--- src/rtl/pp_stream_pkg.sv ---
// Shared definitions for the ping-pong stream buffer: read FSM encoding,
// bank count, RAM sizing helper and drop-counter width.
package pp_stream_pkg;

    typedef enum logic [1:0] {
        RD_IDLE   = 2'd0,
        RD_PRIME  = 2'd1,
        RD_STREAM = 2'd2
    } rd_state_t;

    localparam int NUM_BANKS  = 2;
    localparam int DROP_CNT_W = 16;

    // Total RAM words for a given per-bank depth.
    function automatic int ram_depth(input int depth);
        return NUM_BANKS * depth;
    endfunction

endpackage

--- src/rtl/dp_ram.sv ---
// Simple dual-port RAM: one write port, one registered read port.
// The read output returns zero on any cycle the read port is not enabled.
module dp_ram #(
    parameter int DATA_WIDTH = 32,
    parameter int ADDR_WIDTH = 5,
    parameter int DEPTH      = 1 << ADDR_WIDTH
) (
    input  logic                  clk,
    input  logic                  wea,
    input  logic [ADDR_WIDTH-1:0] addra,
    input  logic [DATA_WIDTH-1:0] dia,
    input  logic                  enb,
    input  logic [ADDR_WIDTH-1:0] addrb,
    output logic [DATA_WIDTH-1:0] dob
);

    logic [DATA_WIDTH-1:0] mem [DEPTH];

    // Write port
    always_ff @(posedge clk) begin
        if (wea) mem[addra] <= dia;
    end

    // Registered read port, zero when idle
    always_ff @(posedge clk) begin
        dob <= enb ? mem[addrb] : '0;
    end

endmodule

--- src/rtl/pp_stream_buf.sv ---
// Two-bank ping-pong stream buffer. The write side fills one bank while the
// read side drains the other; banks swap on frame completion.
// Optional build macro PP_DROP_CNT_EN: write side never stalls, words that
// arrive while the write bank is still full are dropped and counted.
//
// Read FSM states:
//   state     | meaning
//   RD_IDLE   | waiting for the read bank to be full; issues read of word 0
//   RD_PRIME  | first RAM word returning into the output register
//   RD_STREAM | words presented on rd_*, prefetch keeps 1 word/clk flowing
module pp_stream_buf
    import pp_stream_pkg::*;
#(
    parameter int DATA_WIDTH = 32,
    parameter int DEPTH      = 16,
    parameter int ADDRW      = 4
) (
    input  logic                  clk,
    input  logic                  rst,
    input  logic                  wr_valid,
    output logic                  wr_ready,
    input  logic [DATA_WIDTH-1:0] wr_data,
    input  logic                  wr_last,
    output logic                  rd_valid,
    input  logic                  rd_ready,
    output logic [DATA_WIDTH-1:0] rd_data,
    output logic                  rd_last,
    output logic [1:0]            bank_full,
    output logic [ADDRW:0]        frame_len
`ifdef PP_DROP_CNT_EN
    ,
    output logic [DROP_CNT_W-1:0] drop_cnt
`endif
);

    localparam int              RAM_DEPTH = ram_depth(DEPTH);
    localparam logic [ADDRW-1:0] LAST_PTR = ADDRW'(DEPTH - 1);
    localparam logic [ADDRW:0]   ONE      = (ADDRW+1)'(1);

    rd_state_t state, state_next;

    logic                  wr_bank, rd_bank;
    logic [ADDRW-1:0]      wr_ptr;
    logic [ADDRW:0]        rd_ptr;
    logic [ADDRW:0]        len_q [NUM_BANKS];
    logic                  wr_fire, wr_close, rd_release;
    logic [1:0]            full_set, full_clr;

    logic                  ram_en, start, step, start_bank;
    logic [ADDRW:0]        ram_addr;
    logic [DATA_WIDTH-1:0] ram_dout;
    logic                  pend, pend_last;

    logic                  out_valid, out_last, skid_valid, skid_last;
    logic [DATA_WIDTH-1:0] out_data, skid_data;
    logic                  pop, remaining, credit_ok;
    logic [1:0]            occ_sum;

`ifdef PP_DROP_CNT_EN
    logic wr_drop;
    assign wr_ready = 1'b1;
    assign wr_fire  = wr_valid && !bank_full[wr_bank];
    assign wr_drop  = wr_valid && bank_full[wr_bank];

    // Saturating count of words lost to a full write bank
    always_ff @(posedge clk) begin
        if (rst)                                drop_cnt <= '0;
        else if (wr_drop && (drop_cnt != '1))   drop_cnt <= drop_cnt + 1'b1;
    end
`else
    assign wr_ready = !rst && !bank_full[wr_bank];
    assign wr_fire  = wr_valid && wr_ready;
`endif

    assign wr_close   = wr_fire && (wr_last || (wr_ptr == LAST_PTR));
    assign pop        = out_valid && rd_ready;
    assign rd_release = pop && out_last;
    assign remaining  = (rd_ptr != frame_len);
    // Words buffered or in flight; a new read is allowed only if it cannot
    // overflow the two output entries, counting this cycle's pop.
    assign occ_sum    = {1'b0, out_valid} + {1'b0, skid_valid} + {1'b0, pend};
    assign credit_ok  = (occ_sum - {1'b0, pop}) < 2'd2;

    assign rd_valid = out_valid;
    assign rd_data  = out_data;
    assign rd_last  = out_valid && out_last;

    // Write pointer, bank select and per-bank frame length capture
    always_ff @(posedge clk) begin
        if (rst) begin
            wr_bank  <= 1'b0;
            wr_ptr   <= '0;
            len_q[0] <= '0;
            len_q[1] <= '0;
        end else if (wr_fire) begin
            if (wr_close) begin
                len_q[wr_bank] <= {1'b0, wr_ptr} + ONE;
                wr_bank        <= ~wr_bank;
                wr_ptr         <= '0;
            end else begin
                wr_ptr <= wr_ptr + 1'b1;
            end
        end
    end

    // Close and release can land on different banks in the same cycle
    always_comb begin
        full_set = '0;
        full_clr = '0;
        if (wr_close)   full_set[wr_bank] = 1'b1;
        if (rd_release) full_clr[rd_bank] = 1'b1;
    end

    // Bank full flags and read bank select
    always_ff @(posedge clk) begin
        if (rst) begin
            bank_full <= '0;
            rd_bank   <= 1'b0;
        end else begin
            bank_full <= (bank_full & ~full_clr) | full_set;
            if (rd_release) rd_bank <= ~rd_bank;
        end
    end

    dp_ram #(
        .DATA_WIDTH (DATA_WIDTH),
        .ADDR_WIDTH (ADDRW + 1),
        .DEPTH      (RAM_DEPTH)
    ) u_ram (
        .clk   (clk),
        .wea   (wr_fire),
        .addra ({wr_bank, wr_ptr}),
        .dia   (wr_data),
        .enb   (ram_en),
        .addrb (ram_addr),
        .dob   (ram_dout)
    );

    // Read FSM state register
    always_ff @(posedge clk) begin
        if (rst) state <= RD_IDLE;
        else     state <= state_next;
    end

    // Read FSM next state
    always_comb begin
        state_next = state;
        case (state)
            RD_IDLE:   if (bank_full[rd_bank]) state_next = RD_PRIME;
            RD_PRIME:  state_next = RD_STREAM;
            RD_STREAM: if (rd_release) state_next = bank_full[!rd_bank] ? RD_PRIME : RD_IDLE;
            default:   state_next = RD_IDLE;
        endcase
    end

    // Read FSM outputs: RAM read issue (frame start or prefetch step)
    always_comb begin
        start      = 1'b0;
        start_bank = rd_bank;
        step       = 1'b0;
        case (state)
            RD_IDLE: begin
                if (bank_full[rd_bank]) start = 1'b1;
            end
            RD_PRIME: begin
                if (remaining && credit_ok) step = 1'b1;
            end
            RD_STREAM: begin
                if (rd_release && bank_full[!rd_bank]) begin
                    start      = 1'b1;
                    start_bank = !rd_bank;
                end else if (remaining && credit_ok) begin
                    step = 1'b1;
                end
            end
            default: ;
        endcase
        ram_en   = start || step;
        ram_addr = start ? {start_bank, {ADDRW{1'b0}}} : {rd_bank, rd_ptr[ADDRW-1:0]};
    end

    // Read pointer, frame length latch and in-flight read tracking
    always_ff @(posedge clk) begin
        if (rst) begin
            rd_ptr    <= '0;
            frame_len <= '0;
            pend      <= 1'b0;
            pend_last <= 1'b0;
        end else begin
            pend <= ram_en;
            if (start) begin
                rd_ptr    <= ONE;
                frame_len <= len_q[start_bank];
                pend_last <= (len_q[start_bank] == ONE);
            end else if (step) begin
                rd_ptr    <= rd_ptr + ONE;
                pend_last <= (rd_ptr == frame_len - ONE);
            end
        end
    end

    // Output register plus skid entry; RAM data is captured the cycle it returns
    always_ff @(posedge clk) begin
        if (rst) begin
            out_valid  <= 1'b0;
            out_last   <= 1'b0;
            out_data   <= '0;
            skid_valid <= 1'b0;
            skid_last  <= 1'b0;
            skid_data  <= '0;
        end else if (pop) begin
            if (skid_valid) begin
                out_data   <= skid_data;
                out_last   <= skid_last;
                skid_valid <= pend;
                if (pend) begin
                    skid_data <= ram_dout;
                    skid_last <= pend_last;
                end
            end else begin
                out_valid <= pend;
                if (pend) begin
                    out_data <= ram_dout;
                    out_last <= pend_last;
                end
            end
        end else if (pend) begin
            if (out_valid) begin
                skid_valid <= 1'b1;
                skid_data  <= ram_dout;
                skid_last  <= pend_last;
            end else begin
                out_valid <= 1'b1;
                out_data  <= ram_dout;
                out_last  <= pend_last;
            end
        end
    end

endmodule

--- config.mk ---
export PLATFORM = sky130hd
export DESIGN_NAME = pp_stream_buf
export DESIGN_NICKNAME = d
export VERILOG_FILES = /design/src/rtl/pp_stream_pkg.sv /design/src/rtl/dp_ram.sv /design/src/rtl/pp_stream_buf.sv
export SDC_FILE = /design/constraint.sdc
export NUM_CORES = 1
export LEC_CHECK = 0
export CAP_MARGIN = 20
export CORE_ASPECT_RATIO = 1.75
export CORE_MARGIN = 2
export CORE_UTILIZATION = 49
export CTS_CLUSTER_DIAMETER = 40
export CTS_CLUSTER_SIZE = 20
export DETAILED_ROUTE_END_ITERATION = 6
export HOLD_SLACK_MARGIN = 0.08
export PLACE_DENSITY = 0.68
export SLEW_MARGIN = 20
export SYNTH_ARGS = -nofsm -noshare
export SYNTH_HDL_FRONTEND = slang
export SYNTH_HIERARCHICAL = 1
export SYNTH_SLANG_ARGS = --single-unit
export TNS_END_PERCENT = 5
--- constraint.sdc ---
create_clock -name clk -period 3.5 [get_ports clk]
set_input_delay 0.525 -clock clk [delete_from_list [all_inputs] [get_ports clk]]
set_output_delay 0.525 -clock clk [all_outputs]
set_load 0.03 [all_outputs]
==> flow_summary.yaml <==
status:
  run_status: "finished clean"
global_route:
  antenna_found_initial: 3
  grt_pass1_vias: 23000
  grt_max_degree: 93
  grt_pass1_wl_um: 160000
  track_usage_pct: 24.2
  grt-ovfl-total: 0
synth:
  synth.yosys.warnings: 6
  synth-simple-area-share_pct: 2.61
  syn_area_um2: 44300
  seq_area_frac_synth_pct: 75.6
  synth.distinct_cells: 53
  yosys.area_share.xor_xnor_pct: 0.353
  synth_top_family_by_area: "multiplexers"
  avgSynthCellArea_um2: 19.8
  syn_nets: 2287
  synth_fa_ha_area_share_pct: 0.311
  netlist_instances: 2239
  synthMuxAreaShare_pct: 15.4
  synth-seq-cells: 1156
  synth_compound_gate_area_share_pct: 4.01
setup_path:
  slowest_delay_ps: 560
  crit_chain: "mux2i_4, or3_1, buf_4, and3_4, buf_12, buf_4, mux2i_1, a221oi_1, o21ai_0, a31oi_1"
  crit_type: "register to register"
  crit_required_ps: 4090
  cpMostUsedCell: "buf_4"
  end_kind: "register"
  crit_arrival_ps: 3890
  path_max_fanout: 38
  cp-start-kind: "register"
  critPathSlowestCell: "dfxtp_1"
timing:
  fmax_ghz: 0.303
  fin_crit_ps: 3300
  hold_viol: 0
  setup_slack_ps: 201
  worstMarginPinSlew_ps: 1100
  slew_violations: 0
  fin_worst_skew_ps: 27.8
  rsz0062_at_grt: "false"
  setup_viol: 0
  period_share_pct: 94.3
  slew_headroom_pct: 26.4
  hold_ws_ps: 362
floorplan:
  initial_core_util_pct: 49.5
  ioPinCount: 79
  die_x_um: 231
  fp.coreArea_um2: 89400
  die-height_um: 402
  rows: 145
  die_area_um2: 92900
layout:
  syn2layout_area_growth_pct: 14.2
  final_cell_mix: "edfxtp_1, mux4_2, buf_4"
  finalNetCount: 2483
  final_common_cell: "edfxtp_1"
  drive_above_1_share_pct: 26.3
clocking:
  cts_setup_buffers: 0
  cts_tree: "built"
  path_clk_slew_ps: 90
  clkLatencyLatePin_ps: 690
  postCtsHoldBufs: 0
  clock-sinks: 1156
  cts_buffers: 86
  htreeDepth: 3
  cts_max_path_buffers: 3
  cts_resized: 0
  cts_root_buf: "clkbuf_16"
pwr:
  powerDensity_nw_per_um2: 539
  peakVddDrop_mv: 0.392
  p_leak_nw: 15.6
drt:
  drt_first_pass_iters: 5
  num_vias: 22900
  vias_per_cell: 6.22
  first_iter_violations: 2477
  drt_wl_total_um: 111000
  routedWlPerCell_um: 30.1
  postRouteAntennaNets: 0
  drcViolationCount: 0
place:
  portBuffers: 78
  pre_cts_ws_ps: -86.0
  hpwl_um: 65400
  place_congestion: 0.796
flow_run:
  cap_violations: 0
min_path:
  hp-class: "input port to register"
-- per-stage QoR --
step	std cells	instance area (um^2)	utilization, %	power, mW	TNS [ps]
2_1_floorplan	2239	44300	-	16.7	-230850
6_report	3682	50600	56.5	27.3	0
3_5_place_dp	3522	47700	53.4	17.4	-222
3_3_place_gp	3522	47700	53.4	17.4	-256
5_1_grt	3681	50600	56.5	28.1	0
4_1_cts	3680	50600	56.6	27.5	0
-- where the power goes --
group | internal [mW] | switching (mW)
combinational | 0.892 | 0.990
clock | 5.17 | 5.01
sequential | 15.1 | 0.0971
-- routing by layer --
layer	track usage, %	wire, um	part of all wire [%]	vias up
met3	4.10	8610	7.8	182
met4	8.40	3710	3.3	4
li1	-	-	-	9539
met2	41.9	57700	52	1043
met1	30.8	40700	37	12100
met5	0	21	0.019	-
-- sequential cells by signal, summed over array words and instances, names as in the netlist, 2 cells and up --
register / cells
wr_ptr: 4
skid_data: 32
state: 2
frame_len: 5
rd_ptr: 5
rd_data: 32
u_ram/dob: 32
u_ram/mem: 1024
len_q: 10
bank_full: 2
-- path summary, 6_finish.rpt --
path	start	endpoint	slack [ps]	cells after the start
max reg2reg	rd_bank	u_ram/dob[4]	200	10
max	rd_bank	u_ram/dob[4]	200	10
min	wr_data[5]	u_ram/mem[13][5]	360	1
min reg2reg	skid_data[16]	skid_data[16]	450	2
-- worst max-delay path: cells and delay by family (launching register included) --
kind	cells	cell delay (ps)
multiplexers	2	490
AO/OA/AOI/OAI	3	790
AND/OR/NAND/NOR	2	440
flip-flops	1	560
buffers and inverters	3	880
-- Yosys cell counts (all sizes together) --
cell | number | area (um^2)
inv | 18 | 67.6
a31oi | 34 | 213
edfxtp | 1034 | 31000
o31a | 2 | 17.5
nand2 | 100 | 383
nor2 | 101 | 382
mux4 | 224 | 5040
or2 | 2 | 12.5
a21oi | 46 | 230
or3 | 3 | 18.8
o21ai | 30 | 150
mux2i | 104 | 1050
nor4 | 1 | 12.5
and2 | 4 | 25.0
dfxtp | 122 | 2440
and3 | 5 | 31.3
o21bai | 2 | 15.0
mux2 | 64 | 721
clkbuf | 70 | 263
ha | 11 | 138
nand3b | 5 | 37.5
o32a | 1 | 11.3
or3b | 3 | 26.3
nand2b | 7 | 43.8
buf | 61 | 417
nand4 | 1 | 6.26
a221oi | 22 | 199
o211ai | 1 | 7.51
xnor2 | 9 | 86.3
a22oi | 34 | 255
and4b | 1 | 10.0
o2111ai | 12 | 105
o221ai | 32 | 280
nor3b | 2 | 15.0
a211oi | 38 | 290
nor2b | 3 | 26.3
xor2 | 8 | 70.1
nand3 | 10 | 55.1
nor3 | 12 | 71.3
-- logic make-up (layout without fill, tap and decap cells) --
group / count (synthesis) / in the layout
muxes: 392 / 392
DFF: 1156 / 1156
and+or+nand+nor: 260 / 260
buffers and inverters: 149 / 415
other: 0 / 1
adders and majority gates: 11 / 11
AOI/OAI and AO/OA: 254 / 254
xor gates and xnor gates: 17 / 17
-- layout make-up --
class                           instances  area, um^2
Inverter                               18        67.6
Fill cell                            6517       38900
Sequential cell                      1156       33500
Multi-Input combinational cell        934       10300
Clock inverter                         54         586
Timing Repair Buffer                  239        2310
Clock buffer                          104        2310
Tap cell                             1176        1470
Antenna cell                            1        2.50
Note: power is estimated with default switching activity, not from simulation.
